`src/rtl/nr_reciprocal_param.sv`:
```
// nr_reciprocal_param: start/ready fixed-point reciprocal coprocessor.
// Normalises the unsigned divisor into [0.5,1), seeds with a linear
// approximation and refines with Newton-Raphson steps y <- y*(2 - d*y)
// until the estimate stops changing or the iteration cap is reached.
// One shared (FRAC_W+2)x(FRAC_W+2) multiplier serves the seed and both
// halves of every iteration.
module nr_reciprocal_param #(
    parameter int IN_W     = 16,
    parameter int FRAC_W   = 19,
    parameter int INT_W    = 5,
    parameter int MAX_ITER = 8,
    localparam int CNT_W   = $clog2(MAX_ITER + 1),
    localparam int OUT_W   = INT_W + FRAC_W
) (
    input  logic             clk,
    input  logic             rst,
    input  logic             start,
    input  logic [IN_W-1:0]  input0,
    output logic [OUT_W-1:0] output0,
    output logic             ready,
    output logic             busy,
    output logic             err,
    output logic [CNT_W-1:0] iter_cnt
);

    localparam int Y_W = FRAC_W + 2;          // Q2.F working width
    localparam int P_W = 2 * Y_W;             // full product width
    localparam int S_W = $clog2(IN_W + 1);    // holds 1..IN_W

    // Seed constants round(32/17 * 2^F) and round(48/17 * 2^F)
    localparam logic [63:0]    SEED_A_L = ((64'd32 << FRAC_W) + 64'd8) / 64'd17;
    localparam logic [63:0]    SEED_B_L = ((64'd48 << FRAC_W) + 64'd8) / 64'd17;
    localparam logic [Y_W-1:0] SEED_A   = SEED_A_L[Y_W-1:0];
    localparam logic [Y_W-1:0] SEED_B   = SEED_B_L[Y_W-1:0];
    localparam logic [Y_W-1:0] TWO_Q    = {2'b10, {FRAC_W{1'b0}}};

    typedef enum logic [2:0] {
        IDLE  = 3'd0,
        NORM  = 3'd1,
        SEED  = 3'd2,
        MUL1  = 3'd3,
        MUL2  = 3'd4,
        CHECK = 3'd5,
        DONE  = 3'd6
    } state_t;

    state_t           state_r;
    logic [IN_W-1:0]  x_r;
    logic [S_W-1:0]   s_r;
    logic [Y_W-1:0]   d_r;
    logic [Y_W-1:0]   y_r;
    logic [Y_W-1:0]   t_r;
    logic [Y_W-1:0]   y_new_r;
    logic [CNT_W-1:0] cnt_r;
    logic             zero_r;

    logic [S_W-1:0]   msb_s;
    logic [Y_W-1:0]   norm_d_s;
    logic [Y_W-1:0]   two_minus_t_s;
    logic [Y_W-1:0]   mul_a_s;
    logic [Y_W-1:0]   mul_b_s;
    logic [P_W-1:0]   prod_s;
    logic [Y_W-1:0]   prod_mid_s;

    // Position of the most significant set bit plus one (0 when v is zero)
    function automatic logic [S_W-1:0] msb_plus1(input logic [IN_W-1:0] v);
        logic [S_W-1:0] r;
        r = '0;
        for (int i = 0; i < IN_W; i++) begin
            r = v[i] ? S_W'(i + 1) : r;
        end
        return r;
    endfunction

    // Normalisation shift and Newton correction factor
    always_comb begin
        msb_s         = msb_plus1(x_r);
        norm_d_s      = Y_W'(x_r) << (FRAC_W - int'(msb_s));
        two_minus_t_s = TWO_Q - t_r;
    end

    // Shared multiplier: operand selection follows the active step
    always_comb begin
        mul_a_s = '0;
        mul_b_s = '0;
        case (state_r)
            SEED: begin
                mul_a_s = SEED_A;
                mul_b_s = d_r;
            end
            MUL1: begin
                mul_a_s = d_r;
                mul_b_s = y_r;
            end
            MUL2: begin
                mul_a_s = y_r;
                mul_b_s = two_minus_t_s;
            end
            default: begin
                mul_a_s = '0;
                mul_b_s = '0;
            end
        endcase
        prod_s     = P_W'(mul_a_s) * P_W'(mul_b_s);
        prod_mid_s = Y_W'(prod_s >> FRAC_W);
    end

    // Control FSM with registered datapath and outputs
    always_ff @(posedge clk or posedge rst) begin
        if (rst) begin
            state_r  <= IDLE;
            x_r      <= '0;
            s_r      <= '0;
            d_r      <= '0;
            y_r      <= '0;
            t_r      <= '0;
            y_new_r  <= '0;
            cnt_r    <= '0;
            zero_r   <= 1'b0;
            output0  <= '0;
            ready    <= 1'b0;
            busy     <= 1'b0;
            err      <= 1'b0;
            iter_cnt <= '0;
        end else begin
            ready <= 1'b0;
            case (state_r)
                IDLE: begin
                    if (start) begin
                        busy <= 1'b1;
                        if (input0 == '0) begin
                            zero_r  <= 1'b1;
                            state_r <= DONE;
                        end else begin
                            x_r     <= input0;
                            zero_r  <= 1'b0;
                            state_r <= NORM;
                        end
                    end else begin
                        busy <= 1'b0;
                    end
                end
                NORM: begin
                    s_r     <= msb_s;
                    d_r     <= norm_d_s;
                    state_r <= SEED;
                end
                SEED: begin
                    y_r     <= SEED_B - prod_mid_s;
                    cnt_r   <= '0;
                    state_r <= MUL1;
                end
                MUL1: begin
                    t_r     <= prod_mid_s;
                    state_r <= MUL2;
                end
                MUL2: begin
                    y_new_r <= prod_mid_s;
                    cnt_r   <= cnt_r + CNT_W'(1);
                    state_r <= CHECK;
                end
                CHECK: begin
                    y_r <= y_new_r;
                    if ((y_new_r == y_r) || (cnt_r == CNT_W'(MAX_ITER))) begin
                        state_r <= DONE;
                    end else begin
                        state_r <= MUL1;
                    end
                end
                DONE: begin
                    if (zero_r) begin
                        output0  <= '1;
                        err      <= 1'b1;
                        iter_cnt <= '0;
                    end else begin
                        output0  <= OUT_W'(y_r >> s_r);
                        err      <= 1'b0;
                        iter_cnt <= cnt_r;
                    end
                    zero_r  <= 1'b0;
                    ready   <= 1'b1;
                    busy    <= 1'b0;
                    state_r <= IDLE;
                end
                default: begin
                    busy    <= 1'b0;
                    state_r <= IDLE;
                end
            endcase
        end
    end

endmodule

```
`config.mk`:
```
export PLATFORM = sky130hd
export DESIGN_NAME = nr_reciprocal_param
export DESIGN_NICKNAME = d
export VERILOG_FILES = /design/src/rtl/nr_reciprocal_param.sv
export SDC_FILE = /design/constraint.sdc
export NUM_CORES = 2
export LEC_CHECK = 0
export ABC_AREA = 1
export CORE_MARGIN = 8
export CORE_UTILIZATION = 25
export CTS_BUF_LIST = sky130_fd_sc_hd__clkbuf_4 sky130_fd_sc_hd__clkbuf_8
export DETAILED_ROUTE_END_ITERATION = 7
export PLACE_DENSITY = 0.49
export SYNTH_ARGS = -nofsm -noshare
export SYNTH_HDL_FRONTEND = slang
export SYNTH_SLANG_ARGS = --single-unit
```
`constraint.sdc`:
```
create_clock -name clk -period 7.25 [get_ports clk]
set_input_delay 0.725 -clock clk [delete_from_list [all_inputs] [get_ports clk]]
set_output_delay 0.725 -clock clk [all_outputs]
set_load 0.02 [all_outputs]
```
---- After elaboration in Yosys (flattened, before gate mapping) ----
Index checks and enable logic that the tools add are counted.
operators by class
  eq/ne operators ......................... 9
  mux-type cells .......................... 33
  bitwise logic cells ..................... 1
  $mul .................................... 1
  add/subtract/negate cells ............... 4
  reduce and logical (&&, ||, !) cells .... 9
  shift operators ......................... 2
operators by type and width
  cell                      number
  $pmux W21 S3              2
  $pmux W21 S2              1
  $sub A21 B21 Y21 const A  2
  $mul A21 B21 Y40          1
  $mux W4                   9
  $shl A16 B32 Y21          1
  $mux W24                  1
  $shr A21 B5 Y24           1
  $eq A21 B21 Y1            1
  $mux W3                   7
  $pmux W3 S6               1
  $logic_not A16 Y1         1
  $eq A3 B3 Y1 const B      3
  $pmux W4 S2               1
  $eq A3 B2 Y1 const B      2
  $mux W1                   6
  $reduce_bool A2 Y1        3
  $sub A5 B5 Y6 const A     1
  $mux W5                   1
  $reduce_or A5 Y1          1
  $add A4 B1 Y4 const B     1
  $eq A4 B4 Y1 const B      1
  $mux W2                   2
  $pmux W1 S2               2
  7 further kinds           7
storage, ports and cells
  output and inout bits ................... 31
  bits of input ports ..................... 19
  register bits after elaboration ......... 144
  logic and storage cells ................. 73

---- Longest topological paths before layout ----
  depth after elaboration ................. 18
  mapped depth ............................ 56
  gate-level depth less buffers ........... 55

---- Worst setup path after synthesis ----
Ideal clock, no wire load.
  kind .................................... register -> register
  from .................................... register t_r[0]
  to ...................................... register y_r[19]
  arrival ................................. 7920 ps
  setup slack ............................. -787 ps
  path buffers ............................ 1
  data required time ...................... 7133 ps
  clock period less this slack ............ 8037 ps
  library setup time ...................... 117 ps
  stages on the path, launching flop included .. 52
  path through ............................ dfrtp_1 inv_1 ha_1 inv_1 nor2_2 nand4_1 nor2_1 nand2_1 nor2_1 inv_1 nor2_1 inv_1 nor3_2 nand2_1 nor2_1 inv_1 o21ai_0 nand3_1 (+16 left out) o21ai_0 a21oi_1 nand3_1 nand2_1 inv_1 ha_1 nor2_1 nand2_1 nand2_2 nand2_4 nand2_2 nand2_1 nand2_2 nand2_2 nand2_1 nand2_1 nand3_1 nand2_1
between the ends
  cells in the longest elaborated chain, start to end .. 5
RTL lines
  item                      RTL line  source
  start: declaration        52        logic [Y_W-1:0] t_r;
  start signal: assignment  154       t_r <= prod_mid_s;
  $sub A21 B21 Y21          79        two_minus_t_s = TWO_Q - t_r;
  $pmux W21 S3              86        case (state_r)
  $mul A21 B21 Y40          104       prod_s = P_W'(mul_a_s) * P_W'(mul_b_s);
  named net prod_s[23]      62        logic [P_W-1:0] prod_s;
  $sub A21 B21 Y21          149       y_r <= SEED_B - prod_mid_s;
  $pmux W21 S2              127       case (state_r)
  end signal: assignment    149
  end signal: assignment    163       y_r <= y_new_r;
  end: declaration          51        logic [Y_W-1:0] y_r;
The timed path passes the listed nets, and every way through them passes these cells.
A chain may end at the register's enable or synchronous reset.

---- Final worst setup path ----
  from .................................... register t_r[0]
  to ...................................... register y_r[17]
Same word-level chain as after synthesis.

==> results.md <==
- Slew Viols, Final: 0
- Place WS: -1.37 ns
- #FFs+latches synth: 141
- Gate count after technology mapping: 3094
- Gr usage total: ~16%
- Vias: 21900
- Num rows: 112
- Critical Path RT: 7.62 ns
- Post-route minimum period: 8.44 ns
- Vias in the first global route: 22100
- Clock tree root buffer cell: clkbuf_8
- Prevailing post-synth register cell: dfrtp_1
- Outcome: complete, but fails checks
- Delay of the slowest critical-path stage: roughly 0.54 ns
- Number of max-cap violations: 0
- Grt ovf: 0
- Die X-Extent: 321 µm
- Synthesis Warnings: 0
- Worst Hold Class: register to register
- Async S/R FF share, synth: 100%
- Layout cells sized above 1: 24.2%
- N_diodes: 0
- Post-synth EDFFs: 0
- Hold WS: 0.492 ns
- Area delta synth->final: 34.0%
- DR WL/cell: about 17 µm
- Pre-Repair DR Iteration Count: 5
- Fin cells: 4870
- Count leader, synth: nand2_1
- Die Area: approximately 100000 µm²
- Overall power: 14000 µW
- # port buffers: 49
- Power Density: 450 nW/µm²
- Sequential area share after synthesis: 15.2%
- Placed cells: 4795
- Synth cell types: 58
- Yosys top cell by area: fa_1
- Slowest cell on the critical path: fa_1
- Setup CP Type: register to register
- Clk_lat worst skew: between 0.4 and 0.5 ns
- # nets final: approximately 4000
- Final Hold Fails: 0
- ANT nets after route: 0
- TritonCTS clock tree: done
- Final clock skew: 0.0213 ns
- Total Wirelength: about 83000 µm
- RSZ-0062 raised after global routing: true
- I/O pin total: 50
- Gpl congestion: between 0.8 and 0.9
- Pin count of the biggest net entering global routing: 76
- Synth area leaders: fa_1, dfrtp_1, nand2_1
- VDD IR max: approximately 0.33 mV
- Initial antenna violation count: 0
- Critical path fanouts, max: 5
- Worst-Margin Slew: 0.952 ns
- Max clock buf depth: 2
- Worst setup SP type: register
- Post-Syn Nets: 3610
- Top cells by count, synth: nand2_1, inv_1, fa_1, nor2_1, o21ai_0
- CP Capture Type: register
- Post-synth top area share: 30.7%
- Cell leakage power: between 0.015 and 0.02 µW
- Final worst slack: -1.19 ns
- Initial Util: about 25%
- DRC viols: 0
- First-pass GRT wire length: 129000 µm
- Clk sinks: about 140
- Reg clk slew, reported paths: 0.09 ns
- Post-DR vias/cell: 4.49
- Cell Area, Synth: 23200 µm²
- CTS buffer count: 17
- Crit path DAT: slightly below 9 ns
- Max_slew headroom: 36.5%
- FMAX: 0.119 GHz
- Final period util: 116%
- Fill cells: about 10000
- Core box area: 92800 µm²
- Detailed Route Iter0 Violations: 1512
- Die Y-Extent: ~320 µm
- Final setup violation count: 63
- H-tree depth: 4
- Synth Area per Inst: 7.51 µm²
- HPWL after DPL: between 60000 and 70000 µm
- Failing checks: negative setup slack
-- repair_timing --
action	in CTS	in global routing
pin swaps	21	50
gates resized for setup	115	219
setup endpoints to repair	63	63
buffers inserted	18	27
hold buffers	0	0
-- sequential cells by signal (all words and copies together), names as in the netlist --
register,cells
y_new_r,21
d_r,21
iter_cnt,4
cnt_r,4
y_r,21
t_r,21
x_r,16
ready,1
zero_r,1
state_r,3
busy,1
s_r,5
output0,22
-- cell type report --
class	instances	area (µm²)	share of cell area (%)
multi-input combinational	2164	17900	57.5
sequential	141	3530	11.3
inverter	679	2580	8.27
clock buffer	20	275	0.883
tap	1254	1570	5.04
clock inverter	11	141	0.454
timing repair buffer	601	5140	16.5
-- worst max-delay path: cells and delay by family, from the launching register on --
kind / cells / cell delay (ns)
adder cells (fa/ha/maj): 10 / 3.95
AO/OA/AOI/OAI: 1 / 0.12
flip-flops: 1 / 0.43
AND/OR/NAND/NOR: 31 / 2.93
buffers and inverters: 11 / 0.90
-- cells in the final DEF (no fill, tap or decap), types with 17 or more instances in the layout --
cell	netlist	final
a21oi_1	75	61
a22oi_1	17	17
a31oi_1	27	19
buf_12	0	30
buf_4	6	489
buf_6	3	32
clkbuf_8	0	20
clkdlybuf4s50_1	0	49
dfrtp_1	141	141
fa_1	356	351
ha_1	141	125
inv_1	660	628
inv_2	7	34
nand2_1	708	654
nand2_2	31	60
nand2_4	5	28
nand3_1	125	112
nand4_1	20	20
nor2_1	308	271
nor2_2	2	21
nor2_4	2	20
o21ai_0	169	126
o21ai_1	4	26
o21ai_2	0	20
o22ai_1	25	23
xor2_1	20	17
-- logic make-up (layout without fill, tap and decap cells) --
logic type | count (synthesis) | in the layout | share of synthesized area, %
and+or+nand+nor | 1256 | 1256 | 22.7
xor gates and xnor gates | 37 | 37 | 1.51
buffers and inverters | 789 | 1311 | 13.0
adders and majority gates | 497 | 497 | 38.2
AOI/OAI and AO/OA | 367 | 367 | 9.08
muxes | 7 | 7 | 0.307
DFF | 141 | 141 | 15.2
-- per-stage QoR --
| stage | instance area [µm²] | util, % | setup TNS [ns] |
|---|---|---|---|
| 2_1_floorplan | 23400 | - | -5.00 |
| 3_5_place_dp | 29200 | 31.5 | -56.79 |
| 3_3_place_gp | 29200 | 31.5 | -57.16 |
| 4_1_cts | 30100 | 32.5 | -43.42 |
| 6_report | 31200 | 33.6 | -45.83 |
| 5_1_grt | 31200 | 33.6 | -71.05 |
-- worst paths after layout --
path | startpoint | end | slack [ns] | cells past startpoint
max reg2reg | t_r[0] | y_r[17] | -1.19 | 53
min | iter_cnt[3] | iter_cnt[3] | 0.49 | 2
max in group asynchronous | rst | d_r[3] | 5.01 | 3
max | t_r[0] | y_r[17] | -1.19 | 53
min in group asynchronous | rst | x_r[5] | 0.75 | 2
min reg2reg | iter_cnt[3] | iter_cnt[3] | 0.49 | 2
-- report_power, final --
group          switching, µW  total (µW)  internal, µW
sequential               292        1410          1120
clock                    340         704           364
combinational           6830       11900          5060
-- layer usage --
metal,global-route usage [%],part of all wire (%)
met1,22.2,46
met2,26.8,48
met3,1.94,4.5
met4,2.70,1.4
met5,0,0
(Power assumes the default switching activity.)
